File: config.mk
export PLATFORM = sky130hd
export DESIGN_NAME = button_debouncer
export DESIGN_NICKNAME = d
export VERILOG_FILES = /design/src/rtl/button_debouncer_pkg.sv /design/src/rtl/button_debouncer_debounce_cell.sv /design/src/rtl/button_debouncer.sv
export SDC_FILE = /design/constraint.sdc
export NUM_CORES = 1
export LEC_CHECK = 0
export BUFFER_PORTS_ARGS = -buffer_cell sky130_fd_sc_hd__clkbuf_2
export CAP_MARGIN = 5
export CELL_PAD_IN_SITES_DETAIL_PLACEMENT = 1
export CELL_PAD_IN_SITES_GLOBAL_PLACEMENT = 2
export CORE_MARGIN = 4
export CORE_UTILIZATION = 45
export CTS_BUF_LIST = sky130_fd_sc_hd__clkbuf_4 sky130_fd_sc_hd__clkbuf_8
export CTS_CLUSTER_SIZE = 40
export DETAILED_ROUTE_END_ITERATION = 8
export PLACE_DENSITY = 0.87
export SLEW_MARGIN = 0
export SYNTH_ARGS = -nofsm -noshare
export SYNTH_HDL_FRONTEND = slang
export SYNTH_SLANG_ARGS = --single-unit
File: constraint.sdc
create_clock -name clk -period 4.05 [get_ports clk]
set_input_delay 0.405 -clock clk [delete_from_list [all_inputs] [get_ports clk]]
set_output_delay 0.405 -clock clk [all_outputs]
set_load 0.03 [all_outputs]
File: src/rtl/button_debouncer_pkg.sv
// Shared constants and FSM state encoding for the button debouncer.
// Debounce time is derived from the board clock so STABLE_CYCLES tracks CLK_HZ.
package button_debouncer_pkg;

   localparam int CLK_HZ                = 50_000_000;
   localparam int DEBOUNCE_MS           = 10;
   localparam int DEFAULT_STABLE_CYCLES = (CLK_HZ / 1000) * DEBOUNCE_MS;

   typedef enum logic [1:0] {
      S_LOW       = 2'd0,
      S_WAIT_HIGH = 2'd1,
      S_HIGH      = 2'd2,
      S_WAIT_LOW  = 2'd3
   } state_t;

endpackage

File: src/rtl/button_debouncer_debounce_cell.sv
// One-bit synchroniser + counter debounce FSM; dout moves STABLE_CYCLES+3 edges after a clean change.
// Optional BUTTON_DEBOUNCER_PULSE_EN adds registered rise/fall pulses; no backpressure.
module debounce_cell
   import button_debouncer_pkg::*;
#(
   parameter int STABLE_CYCLES = DEFAULT_STABLE_CYCLES
) (
   input  logic clk,
   input  logic rst_n,
   input  logic din,
   output logic dout
`ifdef BUTTON_DEBOUNCER_PULSE_EN
   ,
   output logic rise_pulse,
   output logic fall_pulse
`endif
);

   localparam int              CNT_W   = $clog2(STABLE_CYCLES + 1);
   localparam logic [CNT_W-1:0] CNT_MAX = CNT_W'(STABLE_CYCLES - 1);

   logic             sync1;
   logic             sync2;
   state_t           state;
   state_t           state_nxt;
   logic [CNT_W-1:0] cnt;
   logic [CNT_W-1:0] cnt_nxt;
   logic             dout_nxt;

   always_ff @(posedge clk or negedge rst_n) begin
      if (!rst_n) begin
         sync1 <= 1'b0;
         sync2 <= 1'b0;
      end else begin
         sync1 <= din;
         sync2 <= sync1;
      end
   end

   always_ff @(posedge clk or negedge rst_n) begin
      if (!rst_n) begin
         state <= S_LOW;
         cnt   <= '0;
         dout  <= 1'b0;
      end else begin
         state <= state_nxt;
         cnt   <= cnt_nxt;
         dout  <= dout_nxt;
      end
   end

   // Any disagreement with the pending level drops back to the settled state.
   always_comb begin
      state_nxt = state;
      cnt_nxt   = cnt;
      dout_nxt  = dout;
      case (state)
         S_LOW: begin
            if (sync2) begin
               state_nxt = S_WAIT_HIGH;
               cnt_nxt   = '0;
            end
         end
         S_WAIT_HIGH: begin
            if (!sync2) begin
               state_nxt = S_LOW;
               cnt_nxt   = '0;
            end else if (cnt == CNT_MAX) begin
               state_nxt = S_HIGH;
               cnt_nxt   = '0;
               dout_nxt  = 1'b1;
            end else begin
               cnt_nxt = cnt + CNT_W'(1);
            end
         end
         S_HIGH: begin
            if (!sync2) begin
               state_nxt = S_WAIT_LOW;
               cnt_nxt   = '0;
            end
         end
         S_WAIT_LOW: begin
            if (sync2) begin
               state_nxt = S_HIGH;
               cnt_nxt   = '0;
            end else if (cnt == CNT_MAX) begin
               state_nxt = S_LOW;
               cnt_nxt   = '0;
               dout_nxt  = 1'b0;
            end else begin
               cnt_nxt = cnt + CNT_W'(1);
            end
         end
         default: begin
            state_nxt = S_LOW;
            cnt_nxt   = '0;
            dout_nxt  = 1'b0;
         end
      endcase
   end

`ifdef BUTTON_DEBOUNCER_PULSE_EN
   always_ff @(posedge clk or negedge rst_n) begin
      if (!rst_n) begin
         rise_pulse <= 1'b0;
         fall_pulse <= 1'b0;
      end else begin
         rise_pulse <= dout_nxt & ~dout;
         fall_pulse <= ~dout_nxt & dout;
      end
   end
`endif

endmodule

File: src/rtl/button_debouncer.sv
// WIDTH independent button debouncers; each dout bit settles STABLE_CYCLES+3 edges after din.
// BUTTON_DEBOUNCER_PULSE_EN adds rise_pulse/fall_pulse outputs; no backpressure.
module button_debouncer
   import button_debouncer_pkg::*;
#(
   parameter int WIDTH         = 4,
   parameter int STABLE_CYCLES = DEFAULT_STABLE_CYCLES
) (
   input  logic             clk,
   input  logic             rst_n,
   input  logic [WIDTH-1:0] din,
   output logic [WIDTH-1:0] dout
`ifdef BUTTON_DEBOUNCER_PULSE_EN
   ,
   output logic [WIDTH-1:0] rise_pulse,
   output logic [WIDTH-1:0] fall_pulse
`endif
);

   for (genvar i = 0; i < WIDTH; i++) begin : g_cell
      debounce_cell #(
         .STABLE_CYCLES(STABLE_CYCLES)
      ) u_cell (
         .clk       (clk),
         .rst_n     (rst_n),
         .din       (din[i]),
         .dout      (dout[i])
`ifdef BUTTON_DEBOUNCER_PULSE_EN
         ,
         .rise_pulse(rise_pulse[i]),
         .fall_pulse(fall_pulse[i])
`endif
      );
   end

endmodule

==> flow_summary.json, run 1 <==
{
  "die_height_um": 115,
  "pre_cts_ws_ns": 1.76,
  "diodes": 0,
  "setup_tns_ns": 0,
  "synthesis.nets": 567,
  "path_depth": 6,
  "critPathArrivalTime_ns": 2.59,
  "yosys_warnings": 0,
  "hold_ws_ns": 0.125,
  "postSynthAreaPerCell_sq_um": 9.23,
  "status": "completed",
  "critPathSlowestCell": "o31ai_1",
  "vias": 4260,
  "reg2reg_depth": 6,
  "port-buffer-count": 9,
  "multiInputGateArea_sq_mm": 0.00254,
  "antenna_found_initial": 0,
  "grt_start_max_net_pins": 76,
  "maxCapViolCount": 0,
  "synth_common_cells": "96 x dfrtp_1, 55 x nand2_1, 52 x o21ai_0, 43 x nand3_1, 36 x a21oi_1",
  "start_util_pct": 46.6,
  "grt_use_total_pct": 20.8,
  "fmax_mhz": 432,
  "period_minus_slack_ns": 2.32,
  "placementRows": 38,
  "timing.reg2reg.setup_slack_ns": 1.73,
  "cts_made_buffers": 9,
  "core_area_sq_mm": 0.0110,
  "htree_num_levels": 3,
  "synth_cell_types": 60,
  "dp_hpwl_um": 8460,
  "path_buf_inv": 1,
  "yosysSeqAreaShare_pct": 46.7,
  "cts_sinks": 96,
  "yosys.area.top_type": "dfrtp_1",
  "grt-ovfl-total": 0,
  "slew_headroom_pct": 28.2,
  "tightest_slew_ns": 1.07,
  "drtAntennaViolNets": 0,
  "cp-start-kind": "flip-flop",
  "cp_max_fo": 7,
  "initialDrtViolationCount": 235,
  "leakage_nw": 2.36,
  "area_growth_pct": 6.72,
  "routabilityCongestion": 0.792,
  "final_hold_viol_count": 0,
  "slew_violations": 0,
  "synth_edf_count": 0,
  "first_pass_iters": 4,
  "crit_path_cell_trace": "nor4b_1, nand3_1, o31ai_1, buf_4, o21ai_0, a22o_1",
  "hold_class": "input port to flip-flop",
  "grt_pass1_vias": 4458,
  "synth-seq-cells": 96,
  "postCtsHoldBufs": 0,
  "tritoncts": "yes",
  "crit_family": "compound AO/OA/AOI/OAI gates",
  "area.sequential_sq_mm": 0.00240,
  "post_cts_buffers": 0,
  "cts_buffer_depth": 2,
  "fin_skew_ns": 0.0102,
  "setup_slack_ns": 1.73,
  "cts_resized": 0,
  "synth_flop_cell": "dfrtp_1",
  "syn_area_sq_mm": 0.00514,
  "routedWlPerCell_um": 17.7,
  "async_reset_ff_share_pct": 100,
  "n_fill_cell": 1303,
  "fp.dieW_um": 115,
  "yosysMostFrequentCell": "dfrtp_1",
  "rsz0062_at_grt": "false",
  "synth_top_area_share_pct": 46.7,
  "synth.area.top_cells": "dfrtp_1 47%, o21ai_0 5.1%, nand3_1 4.2%",
  "hold_depth": 1,
  "drive_above_1_share_pct": 8.53,
  "route.detailed.drc": 0,
  "finalSetupViolCount": 0,
  "timing.final.crit_share_pct": 57.2,
  "critPathKind": "flip-flop to flip-flop",
  "num_io_pins": 10,
  "required_ns": 4.32,
  "grt_pass1_wl_um": 22200,
  "cts-root-buf": "clkbuf_8",
  "ir_worst_vdd_v": 0.000178,
  "endpoint_kind": "flip-flop",
  "dieArea_sq_mm": 0.0132,
  "wl_um": 12500,
  "p_per_area_mw_per_mm2": 351,
  "critPathMaxStageDelay_ns": 0.67,
  "clk_latency_ns": 0.38,
  "synthesis.instances": 557,
  "layout.nets": 568,
  "path_clk_slew_ns": 0.10,
  "viasPerCell": 6.06
}
==> cells by family after synthesis <==
group,after synthesis,share of synthesized area [%]
muxes,11,2.29
xor gates and xnor gates,10,1.70
buffers and inverters,41,3.82
AOI/OAI and AO/OA,148,17.8
and+or+nand+nor,247,26.6
DFF,96,46.7
adders and majority gates,4,0.974
==> flip-flops by register name, summed over array words and instances, names as in the netlist, named ones only <==
name	cells
g_cell.u_cell.sync1	4
g_cell.u_cell.state	4
g_cell.u_cell.sync2	4
g_cell.u_cell.cnt	76
g_cell.u_cell.dout	4
==> power by group <==
part	switching [mW]	internal, mW
Sequential	0.0338	0.982
Combinational	0.132	0.0566
Clock	0.338	0.385
==> area by class of cell <==
class	count	area share, %
multi-input combinational	420	46.3
sequential	96	43.8
tap	140	3.19
clock buffer	13	2.92
inverter	19	1.30
timing repair buffer	12	1.28
clock inverter	3	1.19
==> placed cells by master (no fill, tap or decap), drive strengths merged, types with 4 or more instances in the layout <==
cell,n
dfrtp,96
o21ai,59
nand2,55
nand3,43
a21oi,38
nor2,30
clkbuf,21
inv,19
nand4,19
or3,17
and3,14
nor4,14
and2,13
a21o,13
and4,11
a22o,10
nor3,9
mux2,6
a31oi,6
xnor2,5
xor2,5
mux2i,5
nor3b,4
ha,4
buf,4
==> metrics by stage <==
stage	util, %	cell area [sq um]	power (mW)	std cells
floorplan	-	5140	1.16	557
global placement	47.7	5260	1.22	687
detailed placement	47.7	5260	1.23	687
CTS	49.7	5490	1.96	703
global route	49.7	5490	2.04	703
finish	49.7	5490	1.93	703
==> metal layers <==
layer	GRT usage, %	wire length, um	vias up
met2	33.8	5980	26
met1	28.5	6100	2161
met3	3.11	220	10
met5	0	0	-
li1	-	-	2063
met4	7.36	171	0
==> final timing paths <==
check                                                 to                    start
worst max-delay path            g_cell[0].u_cell.cnt[11]  g_cell[0].u_cell.cnt[5]
worst min-delay path              g_cell[1].u_cell.sync1                   din[1]
worst max register to register  g_cell[0].u_cell.cnt[11]  g_cell[0].u_cell.cnt[5]
worst min register to register    g_cell[2].u_cell.sync2   g_cell[2].u_cell.sync1
max in group asynchronous       g_cell[2].u_cell.cnt[10]                    rst_n
min in group asynchronous       g_cell[1].u_cell.cnt[13]                    rst_n
Power figures use the tool's default switching activity.
==> run 2: changes to the inputs <==
--- a/config.mk
+++ b/config.mk
@@ -5,16 +5,17 @@
 export SDC_FILE = /design/constraint.sdc
 export NUM_CORES = 1
 export LEC_CHECK = 0
+export ABC_AREA = 1
 export BUFFER_PORTS_ARGS = -buffer_cell sky130_fd_sc_hd__clkbuf_2
 export CAP_MARGIN = 5
 export CELL_PAD_IN_SITES_DETAIL_PLACEMENT = 1
 export CELL_PAD_IN_SITES_GLOBAL_PLACEMENT = 2
 export CORE_MARGIN = 4
-export CORE_UTILIZATION = 45
+export CORE_UTILIZATION = 38
 export CTS_BUF_LIST = sky130_fd_sc_hd__clkbuf_4 sky130_fd_sc_hd__clkbuf_8
 export CTS_CLUSTER_SIZE = 40
 export DETAILED_ROUTE_END_ITERATION = 8
-export PLACE_DENSITY = 0.87
+export PLACE_DENSITY = 0.82
 export SLEW_MARGIN = 0
 export SYNTH_ARGS = -nofsm -noshare
 export SYNTH_HDL_FRONTEND = slang
==> constraint.sdc (replaced) <==
create_clock -name clk -period 2.3 [get_ports clk]
set_input_delay 0.23 -clock clk [delete_from_list [all_inputs] [get_ports clk]]
set_output_delay 0.23 -clock clk [all_outputs]
set_load 0.03 [all_outputs]
==> flow_summary.json, run 2 <==
{
  "status": "completed",
  "core_area_sq_mm": 0.0140,
  "fmax_mhz": 529,
  "largest_register_ffs": 76,
  "tritoncts": "yes",
  "cts_buffer_depth": 2,
  "fin_cells": 982,
  "cp_max_fo": 12,
  "dp_hpwl_um": 10700,
  "cts_resized": 0,
  "critPathArrivalTime_ns": 2.17,
  "route.detailed.drc": 0,
  "clk_latency_ns": 0.38,
  "async_reset_ff_share_pct": 100,
  "antenna_found_initial": 0,
  "synth_common_cells": "258 x nand2_1, 119 x nor2_1, 96 x dfrtp_1, 77 x inv_1, 68 x nand3_1",
  "timing.final.crit_share_pct": 82.2,
  "ir_worst_vdd_v": 0.000322,
  "syn_area_sq_mm": 0.00553,
  "grt_use_total_pct": 18.6,
  "placed_cell_area_sq_mm": 0.00576,
  "pwr-share-clk_pct": 31.2,
  "setup_tns_ns": 0,
  "critPathSlowestCell": "dfrtp_1",
  "post_cts_buffers": 0,
  "initialDrtViolationCount": 238,
  "synthesis.nets": 789,
  "cp-start-kind": "flip-flop",
  "p_comb_share_pct": 16.7,
  "critPathKind": "flip-flop to flip-flop",
  "routedWlPerCell_um": 14.6,
  "viasPerCell": 5.06,
  "rsz0062_at_grt": "false",
  "synth_top_family_by_area": "simple AND/OR/NAND/NOR gates",
  "final_common_cell": "nand2_1",
  "port-buffer-count": 9,
  "vias": 4971,
  "hold_class": "input port to asynchronous set/reset pin",
  "drtAntennaViolNets": 0,
  "num_io_pins": 10,
  "synth_top_area_share_pct": 43.5,
  "wl_um": 14400,
  "cts_made_buffers": 9,
  "yosys_warnings": 0,
  "drive_above_1_share_pct": 6.98,
  "muxShareOfSynthArea_pct": 0,
  "synth_cell_types": 28,
  "area_growth_pct": 8.65,
  "grt_pass1_wl_um": 25100,
  "p_per_area_mw_per_mm2": 605,
  "placed_cells": 961,
  "slew_headroom_pct": 58.9,
  "yosys.area.top_type": "dfrtp_1",
  "largest-register": "g_cell.u_cell.cnt",
  "crit_family": "simple AND/OR/NAND/NOR gates",
  "dieArea_sq_mm": 0.0165,
  "path_depth": 10,
  "final_hold_viol_count": 0,
  "cts_sinks": 96,
  "pre_cts_ws_ns": 0.367,
  "finalSetupViolCount": 0,
  "first_pass_iters": 4,
  "cts-root-buf": "clkbuf_8",
  "diodes": 0,
  "timing.reg2reg.setup_slack_ns": 0.41,
  "grt_start_max_net_pins": 43,
  "n_fill_cell": 1785,
  "synth_flop_cell": "dfrtp_1",
  "maxCapViolCount": 0,
  "reg2reg_depth": 10,
  "tightest_slew_ns": 0.616,
  "placementRows": 43,
  "period_minus_slack_ns": 1.89,
  "critPathMaxStageDelay_ns": 0.40,
  "crit_top_cell": "nand2_1",
  "path_clk_slew_ns": 0.10,
  "grt_pass1_vias": 5355,
  "postCtsHoldBufs": 5,
  "fp.dieW_um": 129,
  "setup_slack_ns": 0.409,
  "fin_skew_ns": 0.0104,
  "required_ns": 2.58,
  "synth_xor_area_share_pct": 3.64,
  "htree_num_levels": 3,
  "power.internal_mw": 2.43,
  "synth.area.top_cells": "dfrtp_1 43%, nand2_1 18%, nor2_1 8.1%",
  "pwr-share-seq_pct": 52.0,
  "start_util_pct": 39.4,
  "postSynthAreaPerCell_sq_um": 7.10,
  "yosysSeqAreaShare_pct": 43.5,
  "synth_fa_ha_area_share_pct": 0.905,
  "fin_util_pct": 42.8,
  "synthSimpleGateAreaFrac_pct": 37.1,
  "fin_area_sq_mm": 0.00601,
  "leakage_nw": 2.63,
  "crit_path_cell_trace": "ha_1, nand2_1, nor2_2, nand2_1, nor2_2, nand2_1, nand2_2, inv_2, a21oi_2, inv_1",
  "path_buf_inv": 2,
  "endpoint_kind": "flip-flop",
  "synth-seq-cells": 96,
  "switchingPower_mw": 1.21,
  "yosysMostFrequentCell": "nand2_1",
  "synthesis.instances": 779,
  "routabilityCongestion": 0.810,
  "synth_edf_count": 0,
  "switching_share_pct": 33.2,
  "layout.nets": 807,
  "grt-ovfl-total": 0,
  "die_height_um": 129,
  "final_cell_mix": "258 x nand2_1, 119 x nor2_1, 96 x dfrtp_1",
  "slew_violations": 0,
  "synth-compound-area-share_pct": 7.88
}
-- run 2: layer usage --
metal	vias up	wire, um	share of wire, %	GRT usage [%]
met5	-	0	0	0
met4	0	172	1.2	4.88
met3	11	339	2.4	4.23
met1	2404	6910	48	24.2
met2	45	6940	48	31.6
li1	2511	-	-	-
-- run 2: cells by family after synthesis --
logic type	count (synthesis)
AOI/OAI and AO/OA	75
buffers and inverters	93
adders and majority gates	4
DFF	96
xor gates and xnor gates	23
and+or+nand+nor	488
-- run 2: worst paths after layout --
kind / from / end
setup / recovery: g_cell[2].u_cell.cnt[0] / g_cell[2].u_cell.state[0]
min in group clk: g_cell[0].u_cell.sync1 / g_cell[0].u_cell.sync2
setup reg to reg: g_cell[2].u_cell.cnt[0] / g_cell[2].u_cell.state[0]
hold reg to reg: g_cell[0].u_cell.sync1 / g_cell[0].u_cell.sync2
max in group asynchronous: rst_n / g_cell[0].u_cell.cnt[17]
hold / removal: rst_n / g_cell[1].u_cell.cnt[7]
-- run 2: power groups by stage --
stage / registers [mW] / logic (mW) / clock network [mW]
floorplan: 1.89 / 0.417 / 0
global placement: 1.91 / 0.598 / 0
detailed placement: 1.92 / 0.618 / 0
CTS: 1.89 / 0.628 / 1.19
global route: 1.91 / 0.697 / 1.26
finish: 1.89 / 0.608 / 1.14
-- run 2: area by class of cell --
| cell class | instances | area (sq um) | area share, % |
|---|---|---|---|
| inverter | 83 | 314 | 5.23 |
| timing repair buffer | 17 | 133 | 2.21 |
| sequential | 96 | 2400 | 40.0 |
| clock buffer | 13 | 173 | 2.88 |
| multi-input combinational | 590 | 2740 | 45.6 |
| clock inverter | 3 | 22.5 | 0.375 |
| tap | 180 | 225 | 3.75 |
-- run 2: stage by stage --
step           power, mW  hold WS (ns)
2_1_floorplan       2.31       -0.0656
3_3_place_gp        2.51         0.178
3_5_place_dp        2.54         0.183
4_1_cts             3.70         0.300
5_1_grt             3.87         0.314
6_report            3.63         0.298
